**config.mk**
```make
export PLATFORM = sky130hd
export DESIGN_NAME = upg_word_loader
export DESIGN_NICKNAME = d
export VERILOG_FILES = /design/src/rtl/upg_word_loader.sv
export SDC_FILE = /design/constraint.sdc
export NUM_CORES = 1
export LEC_CHECK = 0
export ABC_AREA = 1
export CORE_ASPECT_RATIO = 2
export CORE_MARGIN = 8
export CORE_UTILIZATION = 50
export CTS_CLUSTER_SIZE = 40
export DETAILED_ROUTE_END_ITERATION = 8
export PLACE_DENSITY = 0.72
export SLEW_MARGIN = 20
export SYNTH_ARGS = -nofsm -noshare
export SYNTH_HDL_FRONTEND = slang
export SYNTH_SLANG_ARGS = --single-unit
```
**constraint.sdc**
```tcl
create_clock -name clk -period 2.1 [get_ports clk]
set_input_delay 0.315 -clock clk [delete_from_list [all_inputs] [get_ports clk]]
set_output_delay 0.315 -clock clk [all_outputs]
set_load 0.01 [all_outputs]
```
**src/rtl/upg_word_loader.sv**
```systemverilog
// upg_word_loader
//   Frames the UART byte stream used to program the instruction ROM. The frame
//   is a 16-bit little-endian word count followed by that many 32-bit
//   little-endian words. Each complete word is written to the ROM through a
//   single-cycle write pulse. The loader stops when the image is complete,
//   when the count is bad, or when the sender stalls for too long.
// Ports
//   clk         system clock
//   rst         synchronous active-high reset
//   rx_valid_i  1-cycle strobe, rx_data_i holds a new byte
//   rx_data_i   received byte
//   upg_wen_o   ROM write enable, one pulse per word
//   upg_adr_o   ROM word address, 0-based
//   upg_dat_o   ROM write data
//   upg_done_o  sticky, full image written
//   upg_err_o   sticky, bad count or inter-byte timeout
//   busy_o      frame in progress
module upg_word_loader #(
    parameter int ADDR_W         = 14,
    parameter int TIMEOUT_CYCLES = 1_000_000
) (
    input  logic              clk,
    input  logic              rst,
    input  logic              rx_valid_i,
    input  logic [7:0]        rx_data_i,
    output logic              upg_wen_o,
    output logic [ADDR_W-1:0] upg_adr_o,
    output logic [31:0]       upg_dat_o,
    output logic              upg_done_o,
    output logic              upg_err_o,
    output logic              busy_o
);

    localparam int TW = $clog2(TIMEOUT_CYCLES + 1);

    // S_LAST spans the final write pulse so that done rises one cycle later.
    typedef enum logic [2:0] {
        S_LEN0,
        S_LEN1,
        S_DATA,
        S_LAST,
        S_DONE,
        S_ERR
    } state_t;

    state_t            state;
    state_t            state_nxt;
    logic [15:0]       count;
    logic [1:0]        byte_idx;
    logic [ADDR_W-1:0] word_idx;
    logic [TW-1:0]     timer;
    logic [23:0]       shift;

    logic [15:0]       full_count;
    logic              timeout;
    logic              last_word;
    logic              word_write;
    logic              timing;

    always_comb begin
        full_count = {rx_data_i, count[7:0]};
        timing     = (state == S_LEN1) || (state == S_DATA);
        timeout    = timing && !rx_valid_i && (timer == TW'(TIMEOUT_CYCLES - 1));
        last_word  = (32'(word_idx) + 32'd1) == 32'(count);
        word_write = (state == S_DATA) && rx_valid_i && (byte_idx == 2'd3);
        state_nxt  = state;
        case (state)
            S_LEN0: begin
                if (rx_valid_i) state_nxt = S_LEN1;
            end
            S_LEN1: begin
                if (rx_valid_i) begin
                    if (full_count == 16'd0)
                        state_nxt = S_DONE;
                    else if (32'(full_count) > (32'd1 << ADDR_W))
                        state_nxt = S_ERR;
                    else
                        state_nxt = S_DATA;
                end else if (timeout) begin
                    state_nxt = S_ERR;
                end
            end
            S_DATA: begin
                if (word_write && last_word)
                    state_nxt = S_LAST;
                else if (timeout)
                    state_nxt = S_ERR;
            end
            S_LAST:  state_nxt = S_DONE;
            S_DONE:  state_nxt = S_DONE;
            S_ERR:   state_nxt = S_ERR;
            default: state_nxt = S_LEN0;
        endcase
    end

    always_ff @(posedge clk) begin
        if (rst) begin
            state     <= S_LEN0;
            count     <= '0;
            byte_idx  <= '0;
            word_idx  <= '0;
            timer     <= '0;
            shift     <= '0;
            upg_wen_o <= 1'b0;
            upg_adr_o <= '0;
            upg_dat_o <= '0;
        end else begin
            state     <= state_nxt;
            upg_wen_o <= word_write;

            if (timing && !rx_valid_i)
                timer <= timer + 1'b1;
            else
                timer <= '0;

            if ((state == S_LEN0) && rx_valid_i)
                count[7:0] <= rx_data_i;
            if ((state == S_LEN1) && rx_valid_i)
                count[15:8] <= rx_data_i;

            if ((state == S_DATA) && rx_valid_i) begin
                byte_idx <= byte_idx + 2'd1;
                case (byte_idx)
                    2'd0: shift[7:0]   <= rx_data_i;
                    2'd1: shift[15:8]  <= rx_data_i;
                    2'd2: shift[23:16] <= rx_data_i;
                    default: begin
                        // Address is captured before the index advances, so the
                        // pulse carries the index of the word just completed.
                        upg_dat_o <= {rx_data_i, shift};
                        upg_adr_o <= word_idx;
                        word_idx  <= word_idx + 1'b1;
                    end
                endcase
            end
        end
    end

    assign upg_done_o = (state == S_DONE);
    assign upg_err_o  = (state == S_ERR);
    assign busy_o     = (state == S_LEN1) || (state == S_DATA) || (state == S_LAST);

endmodule

```
* After elaboration in Yosys (flattened, before gate mapping)
Cells that the tools add are included.
** Word-level totals
- Output and inout bits :: 50
- Bits in registers :: 126
- Word-level logic and storage cells :: 57
** Operators by class
- Mux-type cells :: 7
- Reductions and logical operators :: 20
- Bitwise operators :: 2
- Equality and inequality tests :: 11
- Magnitude comparators :: 1
- $add $sub $neg :: 4
** Operator list (number)
- $add A20 B1 Y20 const B :: 1
- $eq A20 B20 Y1 const B :: 1
- $mux W3 :: 6
- $eq A15 B16 Y1 :: 1
- $gt A16 B15 Y1 const B :: 1
- $logic_not A16 Y1 :: 1
- $add A14 B1 Y15 const B :: 1
- $pmux W3 S5 :: 1
- $add A14 B1 Y14 const B :: 1
- $reduce_and A2 Y1 :: 4
- $logic_and A1 B1 Y1 :: 7
- $eq A3 B2 Y1 const B :: 2
- $eq A3 B3 Y1 const B :: 2
- $eq A2 B2 Y1 const B :: 2
- $reduce_or A2 Y1 :: 2
- $eq A3 B1 Y1 const B :: 1
- $logic_not A3 Y1 :: 1
- $reduce_or A3 Y1 :: 1
- $add A2 B1 Y2 const B :: 1
- $eq A2 B1 Y1 const B :: 1
- $logic_not A2 Y1 :: 1
- $logic_or A1 B1 Y1 :: 2
- $ne A2 B2 Y1 const B :: 1
- $not A1 Y1 :: 2
- $logic_not A1 Y1 :: 1

* Longest topological paths before layout
Gate-level depths: netlist of the first run.
- Depth after elaboration :: 7
- Gate-level depth with buffers :: 16
- Depth with buffers taken out :: 16

* Worst setup path before layout of the first run
Ideal clock, no wire load.
- Path kind :: reg2reg
- Start point :: reg word_idx[0]
- End point :: reg state[0]
- Slack :: 0.477 ns
- Path buffers :: 0
- Arrival :: 1.556 ns
- Library setup time :: 0.067 ns
- Stages on the path, launching flop included :: 16
- Cell sequence :: dfxtp_1 ha_1 nand2_2 nor2_4 nand3_2 nand2_2 nand2_1 nand2_1 nand2_1 inv_1 nand2_1 nor2_1 nand3_1 nand2_1 nand2_1 a21oi_2
** Between the ends
- Longest elaborated chain between the ends :: 5
** Ends and longest elaborated chain
- start, declared :: line 50 : logic [ADDR_W-1:0] word_idx;
- start signal, assigned :: line 132 : word_idx <= word_idx + 1'b1;
- $add A14 B1 Y15 :: line 64 : last_word = (32'(word_idx) + 32'd1) == 32'(count);
- $eq A15 B16 Y1 :: line 64
- $logic_and A1 B1 Y1 :: line 84 : if (word_write && last_word)
- $mux W3 :: line 84
- $pmux W3 S5 :: line 67 : case (state)
- end signal, assigned :: line 108 : state <= state_nxt;
- end, declared :: line 46 : state_t state;
Every way passes these cells.
A chain may end at the register's enable or synchronous reset.

* Worst setup path after layout of the first run
- Start point :: reg state[1]
- End point :: out busy_o
** Between the ends
- Longest elaborated chain between the ends :: 3
- Elaborated cells on any way between the ends :: 5
- Those cells by class :: eq/ne: 3; reduce/logical: 2
** Ends and longest elaborated chain
- $eq A3 B1 Y1 or $eq A3 B2 Y1 (tied branches) :: line 141 : assign busy_o = (state == S_LEN1) || (state == S_DATA) || (state == S_LAST);
- $logic_or A1 B1 Y1 :: line 141
- $logic_or A1 B1 Y1 (*) :: line 141
- end, declared :: line 31 : output logic busy_o
Mark *: on every way between the ends. The rest lies on a longest branch, timed or not.

==> flow_summary.json, run 1 <==
{
  "postSynthCellCount": 761,
  "finalPower_mw": 5.84,
  "final_area_mm2": 0.00699,
  "vias_per_cell": 5.37,
  "yosysTopAreaCell": "dfxtp_1",
  "outcome": "finished, final reports clean",
  "worstSetupPathType": "register to output port",
  "final_cell_mix": "nor2_1 (147), dfxtp_1 (123), nand2_1 (100), a21oi_1 (79), o21ai_0 (79)",
  "grt_pass1_vias": 5214,
  "yosys-top-cells-area": "dfxtp_1 (46%), nor2_1 (10%), a21oi_1 (7.2%)",
  "arrival_ns": 1.71,
  "setup-violations-final": 0,
  "io_buffers": 60,
  "cts_max_path_buffers": 2,
  "leakagePower_nw": 2.88,
  "drcViolationCount": 0,
  "grt_max_degree": 47,
  "yosysSeqAreaShare_pct": 45.7,
  "dr_total_vias": 5274,
  "required_ns": 1.78,
  "max_cap_viol_count": 0,
  "max_slew.worst_pin.slew_ns": 0.514,
  "grt_first_pass_wirelength_mm": 25.2,
  "hp-class": "register to register",
  "wl_mm": 15.7,
  "powerDensity_mw_per_mm2": 837,
  "fin_skew_ns": 0.00789,
  "final_common_cell": "nor2_1",
  "overflow": 0,
  "cts_root_buf": "clkbuf_16",
  "synth_top_area_share_pct": 45.7,
  "met1_usage_pct": 18.9,
  "slew-limit-headroom_pct": 65.7,
  "synthArstFlopShare_pct": 0,
  "die_w_um": 90.3,
  "syn_avg_cell_area_um2": 7.25,
  "start_util_pct": 51.1,
  "ys.flop_type": "dfxtp_1",
  "die_h_um": 165,
  "end_kind": "output port",
  "grtUsageTotal_pct": 21.4,
  "busiest_layer": "met2",
  "cts_tree": "done",
  "synth_edf_count": 0,
  "drive_above_1_share_pct": 11.2,
  "synth_cell_type_count": 39,
  "use_met3_pct": 4.55,
  "cts_hold_buf": 0,
  "final.setup.tns_ns": 0,
  "final_core_util_pct": 64.6,
  "clk-insertion-delay-late_ns": 0.42,
  "max_clock_freq_ghz": 0.494,
  "r2r_setup_slack_ns": 0.15,
  "fp-row-count": 54,
  "fin_crit_sh_pct": 96.4,
  "antenna_found_initial": 0,
  "cp_max_fo": 7,
  "htreeDepth": 4,
  "place_ws_ns": -0.00402,
  "cts.sinks": 126,
  "ir_drop_mv": 0.677,
  "antenna_cells": 0,
  "slew_viol_final": 0,
  "dr.pass1.iters": 8,
  "syn-cell-area_mm2": 0.00552,
  "postRouteAntennaNets": 0,
  "wl_per_cell_um": 16.0,
  "synth_fp_nets": 778,
  "cts_made_buffers": 17,
  "fin_crit_ns": 2.02,
  "path_clk_slew_ns": 0.05,
  "drtIter0Drc": 289,
  "nNetsFinal": 848,
  "hpwl_mm": 11.5,
  "syn2layout_area_growth_pct": 26.5,
  "place_area_mm2": 0.00635,
  "grt_use_met2_pct": 41.2,
  "hold_viol": 0,
  "cp-start-kind": "register",
  "synth_seq_cells": 126,
  "yosysWarningCount": 0,
  "gp_congestion": 0.922,
  "worst_slack_ns": 0.0760,
  "dieArea_mm2": 0.0149,
  "core_mm2": 0.0108,
  "ios": 61
}
[state kept, by name, indices dropped and copies added, names as in the netlist]
| register | cells |
|---|---|
| upg_adr_o | 14 |
| upg_wen_o | 1 |
| upg_dat_o | 32 |
| shift | 24 |
| state | 3 |
| count | 16 |
| word_idx | 14 |
| byte_idx | 2 |
| timer | 20 |
[what timing repair did]
action,CTS,global route
endpoints found under the setup margin,0,3
buffers inserted,0,1
resized for setup,0,5
[logic make-up (layout without fill, tap and decap cells)]
family / count (synthesis) / count (layout) / synth area share [%]
buffers and inverters: 106 / 188 / 7.28
XOR/XNOR: 9 / 9 / 1.68
flip-flops: 126 / 126 / 45.7
AND/OR/NAND/NOR: 346 / 346 / 28.2
AO/OA/AOI/OAI: 168 / 168 / 15.8
adder cells (fa/ha/maj): 6 / 6 / 1.36
[final timing paths]
kind,from,endpoint,depth (start not counted)
worst min register to register,timer[0],timer[0],1
worst max register to register,word_idx[1],state[0],14
worst min-delay path,timer[0],timer[0],1
worst max-delay path,state[1],busy_o,3
[cells in the mapped netlist, types with 8 or more instances]
cell,count
a21oi_1,79
clkbuf_1,28
dfxtp_1,126
inv_1,68
nand2_1,100
nand2_2,9
nand3_1,39
nand4_1,9
nor2_1,148
nor2_2,8
nor3_1,12
o21ai_0,79
[through the flow]
| step | hold WS (ns) | std cells |
|---|---|---|
| finish | 0.445 | 983 |
| global route | 0.469 | 983 |
| CTS | 0.449 | 982 |
| detailed placement | 0.438 | 951 |
| global placement | 0.429 | 951 |
| floorplan | 0.418 | 761 |
[final cells by class]
type / count / area (µm²)
fillers: 944 / 3820
inverters: 74 / 278
well taps: 140 / 175
multi-input cells: 529 / 2600
clock buffers: 18 / 429
repair buffers: 83 / 788
flip-flops and latches: 126 / 2530
clock inverters: 13 / 190
[report_power, final]
| group | total [mW] | internal, mW | switching, mW |
|---|---|---|---|
| Sequential | 2.46 | 2.43 | 0.0289 |
| Clock | 3.08 | 1.99 | 1.09 |
| Combinational | 0.305 | 0.109 | 0.196 |
[worst max-delay path, cell delays in order, from the launching register on]
cell and delay, ns:
dfxtp_1 0.49, nor2_1 0.10, nor2_1 0.14, clkdlybuf4s50_1 0.56
[layer usage]
| metal | vias to the layer above | wire [µm] |
|---|---|---|
| met2 | 144 | 8650 |
| met3 | 57 | 571 |
| met5 | - | 0 |
| met4 | 0 | 909 |
| met1 | 2445 | 5570 |
| li1 | 2628 | - |
No activity file was read; power rests on OpenSTA's default activity.
==> run 2, diff against run 1 <==
- CORE_UTILIZATION: 50 -> 35
- PLACE_DENSITY: 0.72 -> 0.54
==> flow_summary.json, run 2 (same netlist as run 1, synthesis figures left out) <==
{
  "max_slew.worst_pin.slew_ns": 0.435,
  "fin_skew_ns": 0.00948,
  "vias_per_cell": 4.70,
  "hp-class": "register to register",
  "drcViolationCount": 0,
  "end_kind": "output port",
  "leakagePower_nw": 2.85,
  "grt_pass1_vias": 4798,
  "worst_slack_ns": 0.113,
  "largest_reg_flops": 32,
  "setup-violations-final": 0,
  "powerDensity_mw_per_mm2": 829,
  "wl_mm": 14.3,
  "arrival_ns": 1.67,
  "wl_per_cell_um": 13.7,
  "met2_length_mm": 7.10,
  "start_util_pct": 35.4,
  "htreeDepth": 4,
  "final_common_cell": "nor2_1",
  "drive_above_1_share_pct": 10.6,
  "hold_viol": 0,
  "place_area_mm2": 0.00641,
  "overflow": 0,
  "cts_made_buffers": 17,
  "reg_top3": "upg_dat_o x32, shift x24, timer x20",
  "fin_crit_sh_pct": 94.6,
  "outcome": "finished, final reports clean",
  "met1_length_mm": 6.46,
  "holdWs_ns": 0.450,
  "drtIter0Drc": 272,
  "dr.pass1.iters": 4,
  "slew_viol_final": 0,
  "regMostFlops": "upg_dat_o",
  "die_w_um": 105,
  "cp_max_fo": 4,
  "ir_drop_mv": 0.535,
  "grt_first_pass_wirelength_mm": 24.1,
  "routed.top_layer": "met4",
  "cts.sinks": 126,
  "worstSetupPathType": "register to output port",
  "grt_max_degree": 75,
  "final_area_mm2": 0.00704,
  "cts_max_path_buffers": 2,
  "nNetsFinal": 845,
  "postRouteAntennaNets": 0,
  "rsz0062_at_grt": "false",
  "antenna_cells": 0,
  "fin_crit_ns": 1.99,
  "n_fill_cell": 1610,
  "core_mm2": 0.0156,
  "dieArea_mm2": 0.0203,
  "path_clk_slew_ns": 0.06,
  "fp-row-count": 65,
  "final_cell_mix": "nor2_1 (148), dfxtp_1 (125), nand2_1 (100), a21oi_1 (79), o21ai_0 (79)",
  "slew-limit-headroom_pct": 70.9,
  "finalPower_mw": 5.83,
  "hpwl_mm": 10.1,
  "die_h_um": 194,
  "gp_congestion": 0.809,
  "cts_root_buf": "clkbuf_16",
  "io_buffers": 60,
  "dr_total_vias": 4900,
  "grtUsageTotal_pct": 14.5,
  "max_cap_viol_count": 0,
  "clk-insertion-delay-late_ns": 0.41,
  "cts_tree": "done",
  "final.setup.tns_ns": 0,
  "cp-start-kind": "register",
  "max_clock_freq_ghz": 0.503,
  "r2r_setup_slack_ns": 0.23,
  "syn2layout_area_growth_pct": 27.4,
  "dr_wl_met3_um": 609,
  "place_ws_ns": 0.135,
  "required_ns": 1.78,
  "antenna_found_initial": 0,
  "ios": 61
}
==> run 2: power by group <==
part           internal (mW)  switching (mW)
Clock                   1.98            1.10
Combinational          0.108           0.185
Sequential              2.43          0.0298
Total                   4.51            1.32
==> run 2: per-layer routing <==
metal | GRT usage [%] | vias to the layer above
met5 | 0 | -
met4 | 4.15 | 0
met3 | 3.86 | 10
met2 | 24.7 | 87
met1 | 17.4 | 2188
li1 | - | 2615
==> run 2: repair_timing <==
| action | CTS | global route |
|---|---|---|
| setup buffers | 0 | 0 |
| hold buffers | 0 | 0 |
| gates resized for setup | 0 | 1 |
| setup endpoints to repair | 0 | 1 |
==> run 2: path summary, 6_finish.rpt <==
check                   start        end  depth (start not counted)
setup / recovery     state[0]  upg_err_o                          5
hold / removal       timer[0]   timer[0]                          1
hold reg to reg      timer[0]   timer[0]                          1
setup reg to reg  word_idx[1]   state[0]                         13
==> run 2: worst max-delay path: stages, from the launching register on <==
cell             delay [ns]
dfxtp_2                0.38
inv_2                  0.07
nor2_1                 0.12
nand2_1                0.06
inv_1                  0.08
clkdlybuf4s50_1        0.55
==> run 2: area by class of cell <==
| cell class | count | area, µm² | share of cell area, % |
|---|---|---|---|
| multi-input cells | 529 | 2600 | 36.9 |
| flip-flops and latches | 126 | 2520 | 35.9 |
| repair buffers | 80 | 763 | 10.8 |
| clock buffers | 21 | 470 | 6.69 |
| inverters | 74 | 278 | 3.95 |
| well taps | 201 | 251 | 3.57 |
| clock inverters | 11 | 153 | 2.17 |
==> run 2: through the flow <==
step,std cells,utilization (%)
floorplan,761,-
detailed placement,1010,41.1
global placement,1010,41.1
global route,1042,45.1
finish,1042,45.1
CTS,1042,45.0
==> run 3, diff against run 2 <==
- CAP_MARGIN: not set -> 10
- HOLD_SLACK_MARGIN: not set -> 0.05
==> results of run 3 <==
Final layout, timing and power as in run 2 (identical DEF).
